==> src/rtl/xor_reduce_pkg.sv <==
// rtl/xor_reduce_pkg.sv - shared limits and stage control type for the xor_reduce_stream pipeline
package xor_reduce_pkg;

    localparam int STAGES_MIN = 1;
    localparam int STAGES_MAX = 4;
    localparam int WIDTH_MIN  = 2;
    localparam int WIDTH_MAX  = 256;

    typedef struct packed {
        logic valid;
        logic last;
    } stage_ctl_t;

endpackage

==> src/rtl/xor_reduce_stage.sv <==
// rtl/xor_reduce_stage.sv - one registered stage folding N_IN partial parity bits into N_IN/2
module xor_reduce_stage
    import xor_reduce_pkg::*;
#(
    parameter int N_IN = 2
) (
    input  logic              clk,
    input  logic              rst_n,
    input  logic              adv,
    input  logic              in_valid,
    input  logic              in_last,
    input  logic [N_IN-1:0]   in_part,
    output logic              out_valid,
    output logic              out_last,
    output logic [N_IN/2-1:0] out_part
);

    localparam int N_OUT = N_IN / 2;

    stage_ctl_t       ctl_q;
    logic [N_OUT-1:0] part_q;
    logic [N_OUT-1:0] fold;

    always_comb begin
        fold = '0;
        for (int i = 0; i < N_OUT; i++) begin
            fold[i] = in_part[2*i] ^ in_part[2*i+1];
        end
    end

    always_ff @(posedge clk or negedge rst_n) begin
        if (!rst_n) begin
            ctl_q  <= '0;
            part_q <= '0;
        end else if (adv) begin
            ctl_q.valid <= in_valid;
            ctl_q.last  <= in_last;
            part_q      <= fold;
        end
    end

    assign out_valid = ctl_q.valid;
    assign out_last  = ctl_q.last;
    assign out_part  = part_q;

endmodule

==> src/rtl/xor_reduce_stream.sv <==
// rtl/xor_reduce_stream.sv - pipelined word parity stream; XOR_REDUCE_STREAM_PKT_EN adds running packet parity
module xor_reduce_stream
    import xor_reduce_pkg::*;
#(
    parameter int WIDTH  = 16,
    parameter int STAGES = 2
) (
    input  logic             clk,
    input  logic             rst_n,
    input  logic             in_valid,
    output logic             in_ready,
    input  logic [WIDTH-1:0] in_data,
    input  logic             in_last,
    output logic             out_valid,
    input  logic             out_ready,
    output logic             out_parity,
    output logic             out_last,
    output logic             out_pkt_parity
);

    localparam int P = 1 << (STAGES - 1);

    if (WIDTH < WIDTH_MIN || WIDTH > WIDTH_MAX ||
        STAGES < STAGES_MIN || STAGES > STAGES_MAX) begin : g_param_check
        $error("xor_reduce_stream: WIDTH or STAGES outside legal range");
    end

    logic               adv;
    logic [P-1:0]       fold0;
    logic [P-1:0]       part0_q;
    stage_ctl_t         ctl0_q;
    logic [STAGES-1:0]  vld;
    logic [STAGES-1:0]  lst;
    // Partials of all stages packed back to back: stage k occupies P>>k bits
    // starting at 2P - (2P>>k); the final parity bit sits at index 2P-2.
    logic [2*P-2:0]     parts;

    assign adv      = !out_valid || out_ready;
    assign in_ready = adv;

    always_comb begin
        fold0 = '0;
        for (int j = 0; j < WIDTH; j++) begin
            fold0[j % P] = fold0[j % P] ^ in_data[j];
        end
    end

    always_ff @(posedge clk or negedge rst_n) begin
        if (!rst_n) begin
            ctl0_q  <= '0;
            part0_q <= '0;
        end else if (adv) begin
            ctl0_q.valid <= in_valid;
            ctl0_q.last  <= in_last;
            part0_q      <= fold0;
        end
    end

    assign vld[0]       = ctl0_q.valid;
    assign lst[0]       = ctl0_q.last;
    assign parts[P-1:0] = part0_q;

    for (genvar k = 1; k < STAGES; k++) begin : g_stage
        localparam int N_IN  = P >> (k - 1);
        localparam int OFF_I = 2*P - ((2*P) >> (k - 1));
        localparam int OFF_O = 2*P - ((2*P) >> k);

        xor_reduce_stage #(
            .N_IN (N_IN)
        ) u_stage (
            .clk       (clk),
            .rst_n     (rst_n),
            .adv       (adv),
            .in_valid  (vld[k-1]),
            .in_last   (lst[k-1]),
            .in_part   (parts[OFF_I +: N_IN]),
            .out_valid (vld[k]),
            .out_last  (lst[k]),
            .out_part  (parts[OFF_O +: N_IN/2])
        );
    end

    assign out_valid  = vld[STAGES-1];
    assign out_last   = lst[STAGES-1];
    assign out_parity = parts[2*P-2];

`ifdef XOR_REDUCE_STREAM_PKT_EN
    logic acc;

    always_ff @(posedge clk or negedge rst_n) begin
        if (!rst_n) begin
            acc <= 1'b0;
        end else if (out_valid && out_ready) begin
            acc <= out_last ? 1'b0 : out_pkt_parity;
        end
    end

    assign out_pkt_parity = acc ^ out_parity;
`else
    assign out_pkt_parity = 1'b0;
`endif

endmodule

==> config.mk <==
export PLATFORM = sky130hd
export DESIGN_NAME = xor_reduce_stream
export DESIGN_NICKNAME = d
export VERILOG_FILES = /design/src/rtl/xor_reduce_pkg.sv /design/src/rtl/xor_reduce_stage.sv /design/src/rtl/xor_reduce_stream.sv
export SDC_FILE = /design/constraint.sdc
export NUM_CORES = 1
export LEC_CHECK = 0
export BUFFER_PORTS_ARGS = -buffer_cell sky130_fd_sc_hd__buf_2
export CAP_MARGIN = 20
export CELL_PAD_IN_SITES_DETAIL_PLACEMENT = 2
export CELL_PAD_IN_SITES_GLOBAL_PLACEMENT = 2
export CORE_MARGIN = 4
export CORE_UTILIZATION = 19
export CTS_CLUSTER_DIAMETER = 100
export CTS_CLUSTER_SIZE = 28
export DETAILED_ROUTE_END_ITERATION = 12
export PLACE_DENSITY_LB_ADDON = 0.12
export SETUP_SLACK_MARGIN = 0.05
export SYNTH_ARGS = -nofsm -noshare
export SYNTH_HDL_FRONTEND = slang
export SYNTH_SLANG_ARGS = --single-unit
==> constraint.sdc <==
create_clock -name clk -period 1.12 [get_ports clk]
set_input_delay 0.112 -clock clk [delete_from_list [all_inputs] [get_ports clk]]
set_output_delay 0.112 -clock clk [all_outputs]
set_load 0.02 [all_outputs]
Word-level counts from Yosys, hierarchy flattened:

Cells that the tools add are included.

* register bits: 7
* input port bits: 21
* output and inout bits: 5

* bitwise logic cells: 15
* reductions and logical operators: 2

Operator list (number)
* $xor 1x1->1: 15
* $logic_not 1->1: 1
* $logic_or 1x1->1: 1

Logic depth before layout (Yosys ltp):

Gate-level depths: netlist (run 1).

* depth in word-level cells: 7
* gate-level depth with buffers: 4
* gate-level depth less buffers: 4

Modules after synthesis:

Synthesis (run 1) repeated with hierarchy kept, for this count alone.

* cell total of the unflattened synthesis: 36
* area, all modules: 400.4 um2

Modules (own cells, without submodules)
* xor_reduce_stream: times used 1, cells each 28, area each 285.3 um2, sequential area each 100.1 um2
* xor_reduce_stage: times used 1, cells each 8, area each 115.1 um2, sequential area each 75.1 um2

Least setup slack after synthesis (run 1):

No wires, ideal clock.

* path type: register to register
* start point: register g_stage[1].u_stage.ctl_q, in the netlist g_stage[1].u_stage.out_valid
* end point: register ctl0_q[0] in the netlist's numbering
* setup time: 0.125 ns
* arrival time: 1.138 ns
* path slack: -0.142 ns
* cell stages (with the launch flop): 4
* path buffers: 1
* path through: dfrtp_1 nand2b_1 buf_2 mux2_2

* longest elaborated chain between the ends: 2

RTL lines
* from (decl): line xor_reduce_stage.sv:20 `stage_ctl_t ctl_q;`
* $logic_not 1->1: line xor_reduce_stream.sv:38 `assign adv = !out_valid || out_ready;`
* $logic_or 1x1->1: line xor_reduce_stream.sv:38
* via in_ready: line xor_reduce_stream.sv:11 `output logic in_ready,`
* to (decl): line xor_reduce_stream.sv:31 `stage_ctl_t ctl0_q;`

The timed path passes the listed nets, and every way through them passes these cells.
A chain may end at the register's enable or synchronous reset.

Final worst setup path (run 1):

* start point: register g_stage[1].u_stage.ctl_q, in the netlist g_stage[1].u_stage.out_valid
* end point: output port in_ready

* longest elaborated chain between the ends: 2

RTL lines (line)
* $logic_not 1->1: xor_reduce_stream.sv:38
* $logic_or 1x1->1: xor_reduce_stream.sv:38
* to (decl): xor_reduce_stream.sv:11

Every way passes these cells.

==> summary by stage, run 1 <==
Status
The flow ran to the end, and the final reports show no timing, DRC or antenna violations.

Logic synthesis
During synthesis, Yosys emitted a total of 0 warnings. The synthesized netlist net count is 57. Of the synthesized area, sequential elements account for 0.4430. A synthesized cell averages 10.98 um2. Synthesis produced a netlist whose cell count is 36.

Yosys mapped the design onto 9 distinct sky130hd cell types. The number of synthesized register bits is 7. The post-synthesis instance area is 395.4 um2.

Finish
The area overhead of the layout relative to synthesis is 54.43%. The proportion of layout cells with a drive suffix above 1 is 0.5231. The library cell used most frequently in the layout, excluding fill and tap cells, is sky130_fd_sc_hd__buf_2.

The layout has 245 filler cells. In the layout the commonest cells are 23 x sky130_fd_sc_hd__buf_2, 15 x sky130_fd_sc_hd__xnor2_1, 6 x sky130_fd_sc_hd__dfrtp_1. The net count of the finished layout is 87. The number of antenna diodes in the final layout is 0.

CTS
The number of H-tree branching levels is 1. The clock reaches the later pin of the worst-skew pair after 0.25 ns. The register clock-pin slew on the reported worst setup and hold paths is 0.05 ns. The tree built by TritonCTS fans out to 7 sinks. The CTS buffer count is 3. The CTS tree is yes. The CTS root buffer is sky130_fd_sc_hd__clkbuf_4. The maximum clock path buffer count is 2.

GRT
The final global-route overflow total is 0. Entering global routing, the biggest net connects 8 pins. The number of global-route vias before repair is 349. The number of antenna violations at the first check in global routing was 0. The first global-routing pass estimated 1580 um of wire. For this run, the total global-route usage over all layers was measured as 0.08502.

Flow run
Max-cap violations in this run came to 0.

Place
The congestion estimate from routability-driven global placement came to 0.6072. The count of buffers from port buffering is 24. The worst slack after detailed placement is 0.02059 ns. The half-perimeter wire length of the detailed placement result is 829.6 um.

Floorplan
The die is 53.62 um wide. Row generation in the floorplan step produced 16 rows. The core region area is 1962 um2. For this configuration, the core starts out at a cell density of 0.2015. The die covers 2875 um2.

The die extent in y is 53.62 um. For this design the top-level I/O count stands at 26.

Worst hold path
The worst hold path begins at in_last. The worst hold path terminates at ctl0_q[0]$_DFFE_PN0P_. In this run the worst hold path is classified as primary input to flip-flop. The number of cells on the worst hold path is 2.

STA
The number of slew-limit violations in the final report is 0. The final setup skew is 0.001378 ns. Setup repair after global routing could not meet its margin everywhere. The worst path needs 1.040 ns of the cycle, external delays included.

Setup violations remaining at the end of the flow were counted as 0. The maximum achievable frequency is 0.9619 GHz. The final count of hold timing violations is 0. The final setup slack of the worst path is 0.08041 ns. The final clock period utilization by the worst path is 0.9282.

Power and ir drop
The power per cell area is 1523 nW/um2. The share of total power dissipated in combinational logic is 0.364. The switching power summed over all nets is 290.1 uW.

The internal power of the cells totals 640.1 uW. The post-route total power is 930.2 uW. Of the total power, registers draw 0.390. The maximum resistive drop on vdd is 368.1 uV. Of the total power, the share spent switching nets is 0.3118. The total leakage power is 0.2801 nW.

The share of total power dissipated in the clock network is 0.247.

Setup path
Across all register-to-register paths, the minimum setup slack is 0.12 ns. The data arrival time at the worst-slack endpoint is 0.93 ns. The launching element type of the critical path is a flip-flop. The largest delay contributor family on the critical path is flip-flops. The number of cells traversed by the worst register-to-register path is 2. In this run the critical register-to-register path is captured at g_stage[1].u_stage.out_last$_DFFE_PN0P_. The highest cell delay on the worst timing path is 0.42 ns.

The required time of the critical path is 1.01 ns. The worst setup path is captured at a primary output. Traced cell by cell, the critical path runs through nand2b_4, buf_6. The type of the setup path with the least slack is flip-flop to primary output. The largest fanout on the critical path is 6.

The slowest library cell on the worst path is sky130_fd_sc_hd__dfrtp_2. The worst path buffer plus inverter count is 1. The source of the worst register-to-register timing path is g_stage[1].u_stage.out_valid$_DFFE_PN0P_.

Route
After detailed routing, the number of vias per cell comes to 3.783. The number of DRC markers in iteration 0 is 0. For this block, the routed nets add up to 982 um of wire. The number of iterations in the first detailed-routing pass is 1. In this run the remaining antenna-violating nets after routing total 0. After detailed routing, the number of remaining DRC violations is 0. The per-cell routed wire length is 10.67 um. Across all layers, the routed design uses 348 vias.
cell usage after synthesis:
cell type,n,area (um2)
sky130_fd_sc_hd__nor2_1,3,11.26
sky130_fd_sc_hd__xnor2_1,15,131.4
sky130_fd_sc_hd__a21oi_1,3,15.01
sky130_fd_sc_hd__mux2_2,3,33.78
sky130_fd_sc_hd__buf_4,1,7.510
sky130_fd_sc_hd__buf_2,1,5.000
sky130_fd_sc_hd__nand2b_1,2,12.51
sky130_fd_sc_hd__dfrtp_1,7,175.2
sky130_fd_sc_hd__conb_1,1,3.750
power groups by stage:
stage | combinational [mW] | sequential, mW | clock, mW
3_5_place_dp | 0.334 | 0.366 | 0
4_1_cts | 0.344 | 0.365 | 0.247
5_1_grt | 0.373 | 0.373 | 0.264
2_1_floorplan | 0.193 | 0.397 | 0
6_report | 0.338 | 0.363 | 0.229
3_3_place_gp | 0.329 | 0.362 | 0
how the worst max path moves through the flow:
stage | depth (start not counted) | startpoint | slack [ns] | endpoint
finish | 2 | g_stage[1].u_stage.out_valid$_DFFE_PN0P_ | 0.08 | in_ready
CTS | 2 | g_stage[1].u_stage.out_valid$_DFFE_PN0P_ | 0.05 | in_ready
floorplan | 3 | g_stage[1].u_stage.out_valid$_DFFE_PN0P_ | -0.01 | ctl0_q[0]$_DFFE_PN0P_
global placement | 2 | g_stage[1].u_stage.out_valid$_DFFE_PN0P_ | 0.03 | g_stage[1].u_stage.out_last$_DFFE_PN0P_
detailed placement | 2 | g_stage[1].u_stage.out_valid$_DFFE_PN0P_ | 0.02 | g_stage[1].u_stage.out_last$_DFFE_PN0P_
global route | 2 | g_stage[1].u_stage.out_valid$_DFFE_PN0P_ | 0.02 | in_ready
state kept, by name, summed over array words and instances, names as in the netlist:
signal / flops
g_stage.u_stage.out_part: 1
ctl0_q: 2
g_stage.u_stage.out_valid: 1
g_stage.u_stage.out_last: 1
part0_q: 2
area by class of cell:
class / instances / area, um2 / share of cell area
multi-input combinational: 27 / 222.7 / 0.3648
sequential: 7 / 176.4 / 0.2889
timing repair buffer: 27 / 151.4 / 0.2480
tap: 27 / 33.78 / 0.05533
clock buffer: 4 / 26.28 / 0.04303
cell families after synthesis:
family,after synthesis,synth area share
compound gates,3,0.03796
other cells,1,0.009485
buf+inv,2,0.03164
mux,3,0.08544
flops,7,0.4430
xor+xnor,15,0.3323
simple gates,5,0.06012
per-layer routing:
metal / global-route usage / part of all wire
met1: 0.08739 / 0.39
met2: 0.1388 / 0.53
met3: 0.02493 / 0.057
met4: 0.07660 / 0.025
met5: 0 / 0
timing repair:
item	in CTS	in global routing
hold endpoints to repair	7	0
endpoints found under the setup margin	5	1
gates cloned	0	0
setup buffers	0	0
gates resized for setup	3	1
hold buffers	1	0
stage by stage:
step | hold slack (ns) | utilization | instance area [um2] | TNS (ns) | cells
finish | 0.09923 | 0.3112 | 610.6 | 0 | 92
global route | 0.09847 | 0.3112 | 610.6 | 0 | 92
CTS | 0.09163 | 0.3093 | 606.8 | 0 | 92
detailed placement | -0.04717 | 0.2857 | 560.5 | 0 | 87
global placement | -0.04210 | 0.2857 | 560.5 | 0 | 87
floorplan | -0.1836 | - | 410.4 | -0.02182 | 36
No activity file was read; power rests on OpenSTA's default activity.
==> run 2, diff against run 1 <==
Settings changed: PLACE_DENSITY_LB_ADDON 0.12 to 0.1, RECOVER_POWER set to 50.
==> summary by stage, run 2 (synthesis results as in run 1) <==
Setup path
The type of the setup path with the least slack is flip-flop to flip-flop. Counting both buffers and inverters, the worst setup path holds a total of 1. The highest cell delay on the worst timing path is 0.42 ns. On the critical path, the stage with the largest delay is an instance of sky130_fd_sc_hd__dfrtp_2. Among cell families on the critical path, the largest total delay comes from flip-flops. The data arrival time at the worst-slack endpoint is 1.20 ns. For flop-to-flop paths, the worst setup slack is 0.05 ns. The largest fanout on the critical path is 4. The critical path goes through nand2b_4, buf_4, mux2_2.

The critical path capture point type is a flip-flop. At the worst endpoint, the required time is 1.25 ns. The launching element type of the critical path is a flip-flop.

Route
For this block, the via count after detailed routing is 357. The number of remaining DRC errors is 0. The residual antenna-violating net count after detailed routing is 0. The first routing iteration left 2 violations. Dividing the detail-routed wire length by the instance count gives 10.03 um. Dividing the detail-routed via count by the number of cells gives 3.798.

The wire length after detailed routing is 943 um. The number of iterations in the first detailed-routing pass is 3.

CTS
The CTS root buffer is sky130_fd_sc_hd__clkbuf_4. TritonCTS built the clock tree. The register clock-pin slew on the reported worst setup and hold paths is 0.05 ns. CTS built an H-tree with a depth of 1. The CTS buffer count is 3. Counting along the longest clock path gives a buffer depth of 2. The count of clock tree sinks is 7. For the worst-skew pair, the clock arrives at the later sink with an insertion delay of 0.24 ns.

Power and ir drop
IR analysis of the VDD net gives a maximum drop of 324.9 uV. For this design the static power due to leakage is 0.2826 nW. Dividing total power by cell area gives a power density of 1486 nW/um2.

Finish
The proportion of layout cells with a drive suffix above 1 is 0.4925. The largest registers in the layout are ctl0_q: 2 flops, part0_q: 2 flops. Leaving out fill and tap cells, the most frequent cell in the layout is sky130_fd_sc_hd__buf_2. The net count of the finished layout is 89. In the layout the commonest cells are 20 x sky130_fd_sc_hd__buf_2, 15 x sky130_fd_sc_hd__xnor2_1, 6 x sky130_fd_sc_hd__dfrtp_1. The area overhead of the layout relative to synthesis is 58.23%. For this run, the share of the core covered by cells in the final layout is 0.3189. The number of antenna diodes in the final layout is 0.

Floorplan
The initialized floorplan defines 16 standard-cell rows. The core region area is 1962 um2. The count of boundary I/O pins is 26. For this configuration, the core starts out at a cell density of 0.2015. From bottom edge to top edge, the die measures 53.62 um. The die covers 2875 um2. The die is 53.62 um wide.

GRT
For this run, the total global-route usage over all layers was measured as 0.07692. The first global-routing pass estimated 1573 um of wire. The number of antenna violations at the first check in global routing is 0. After global routing the overflow that remains totals 0. The number of global-route vias before repair is 382. The largest net degree at the start of global routing is 8.

Flow run
Across the run, the number of max-cap violations was 0.

STA
Subtracting the final worst setup slack from the clock period gives 1.069 ns. The final count of hold timing violations is 0. The number of slew-limit violations in the final report is 0. The maximum achievable frequency is 0.9351 GHz. The final setup skew is 0.002981 ns. Setup repair after global routing could not meet its margin everywhere.

The minimum hold slack is 0.1022 ns. Of the available clock period, the critical path in the final layout requires 0.9548. Once routing completed, OpenROAD measured the worst setup slack at 0.05060 ns. Setup violations remaining at the end of the flow were counted as 0.

Place
The placer's final routability congestion estimate is 0.6675. The half-perimeter wire length of the detailed placement result is 791.7 um. At the placement stage, the worst setup path has a slack of 0.04479 ns. The count of buffers from port buffering is 24.

Status
The run finished with clean final reports.

Worst hold path
The min-delay analysis places its worst path in the category primary input to flip-flop.
run 2: cell count changes in the layout (fill, tap and decap cells not counted), sizes merged:
cell,change
buf,-1
clkbuf,+3
run 2: worst reg2reg max path: cells and delay by family, from the launching register on:
family | cells | cell delay, ns
mux | 1 | 0.32
buf+inv | 1 | 0.14
simple gates | 1 | 0.08
flops | 1 | 0.42
run 2: final timing paths:
check / start / to / cells after the start
setup / recovery: g_stage[1].u_stage.out_valid$_DFFE_PN0P_ / g_stage[1].u_stage.out_last$_DFFE_PN0P_ / 3
hold / removal: in_last / ctl0_q[0]$_DFFE_PN0P_ / 2
setup reg to reg: g_stage[1].u_stage.out_valid$_DFFE_PN0P_ / g_stage[1].u_stage.out_last$_DFFE_PN0P_ / 3
hold reg to reg: ctl0_q[1]$_DFFE_PN0P_ / g_stage[1].u_stage.out_valid$_DFFE_PN0P_ / 1
max in group asynchronous: rst_n / g_stage[1].u_stage.out_valid$_DFFE_PN0P_ / 2
min in group asynchronous: rst_n / ctl0_q[1]$_DFFE_PN0P_ / 2
run 2: what timing repair did:
| action | in CTS | in global routing |
|---|---|---|
| endpoints found under the hold margin | 7 | 0 |
| resized for setup | 5 | 0 |
| hold buffers | 1 | 0 |
| endpoints found under the setup margin | 2 | 3 |
| buffers inserted | 2 | 0 |
run 2: metrics by stage:
stage                     TNS (ns)  power (mW)  std cells  cell area, um2
after floorplan           -0.02182      0.5905         36           410.4
after global placement           0      0.6996         87           560.5
after detailed placement         0      0.6994         87           560.5
after CTS                        0      0.9613         94           629.4
after global routing             0       1.008         94           625.6
final                            0      0.9297         94           625.6
run 2: report_power, final:
part           leakage [nW]  switching [mW]  internal (mW)
logic                 0.189           0.157          0.186
clock network        0.0150          0.0863          0.136
registers            0.0788          0.0430          0.322
total                 0.283           0.287          0.643
run 2: cell type report:
type | instances | area (um2)
Sequential cell | 7 | 176.4
Tap cell | 27 | 33.78
Fill cell | 253 | 1336
Clock buffer | 4 | 26.28
Multi-Input combinational cell | 27 | 222.7
Timing Repair Buffer | 29 | 166.4
run 2: per-layer routing:
layer | up-vias | share of wire | GRT usage
met5 | - | 0 | 0
met4 | 0 | 0 | 0.05106
met3 | 0 | 0.066 | 0.01939
met2 | 15 | 0.55 | 0.1184
met1 | 171 | 0.39 | 0.09412
li1 | 171 | - | -
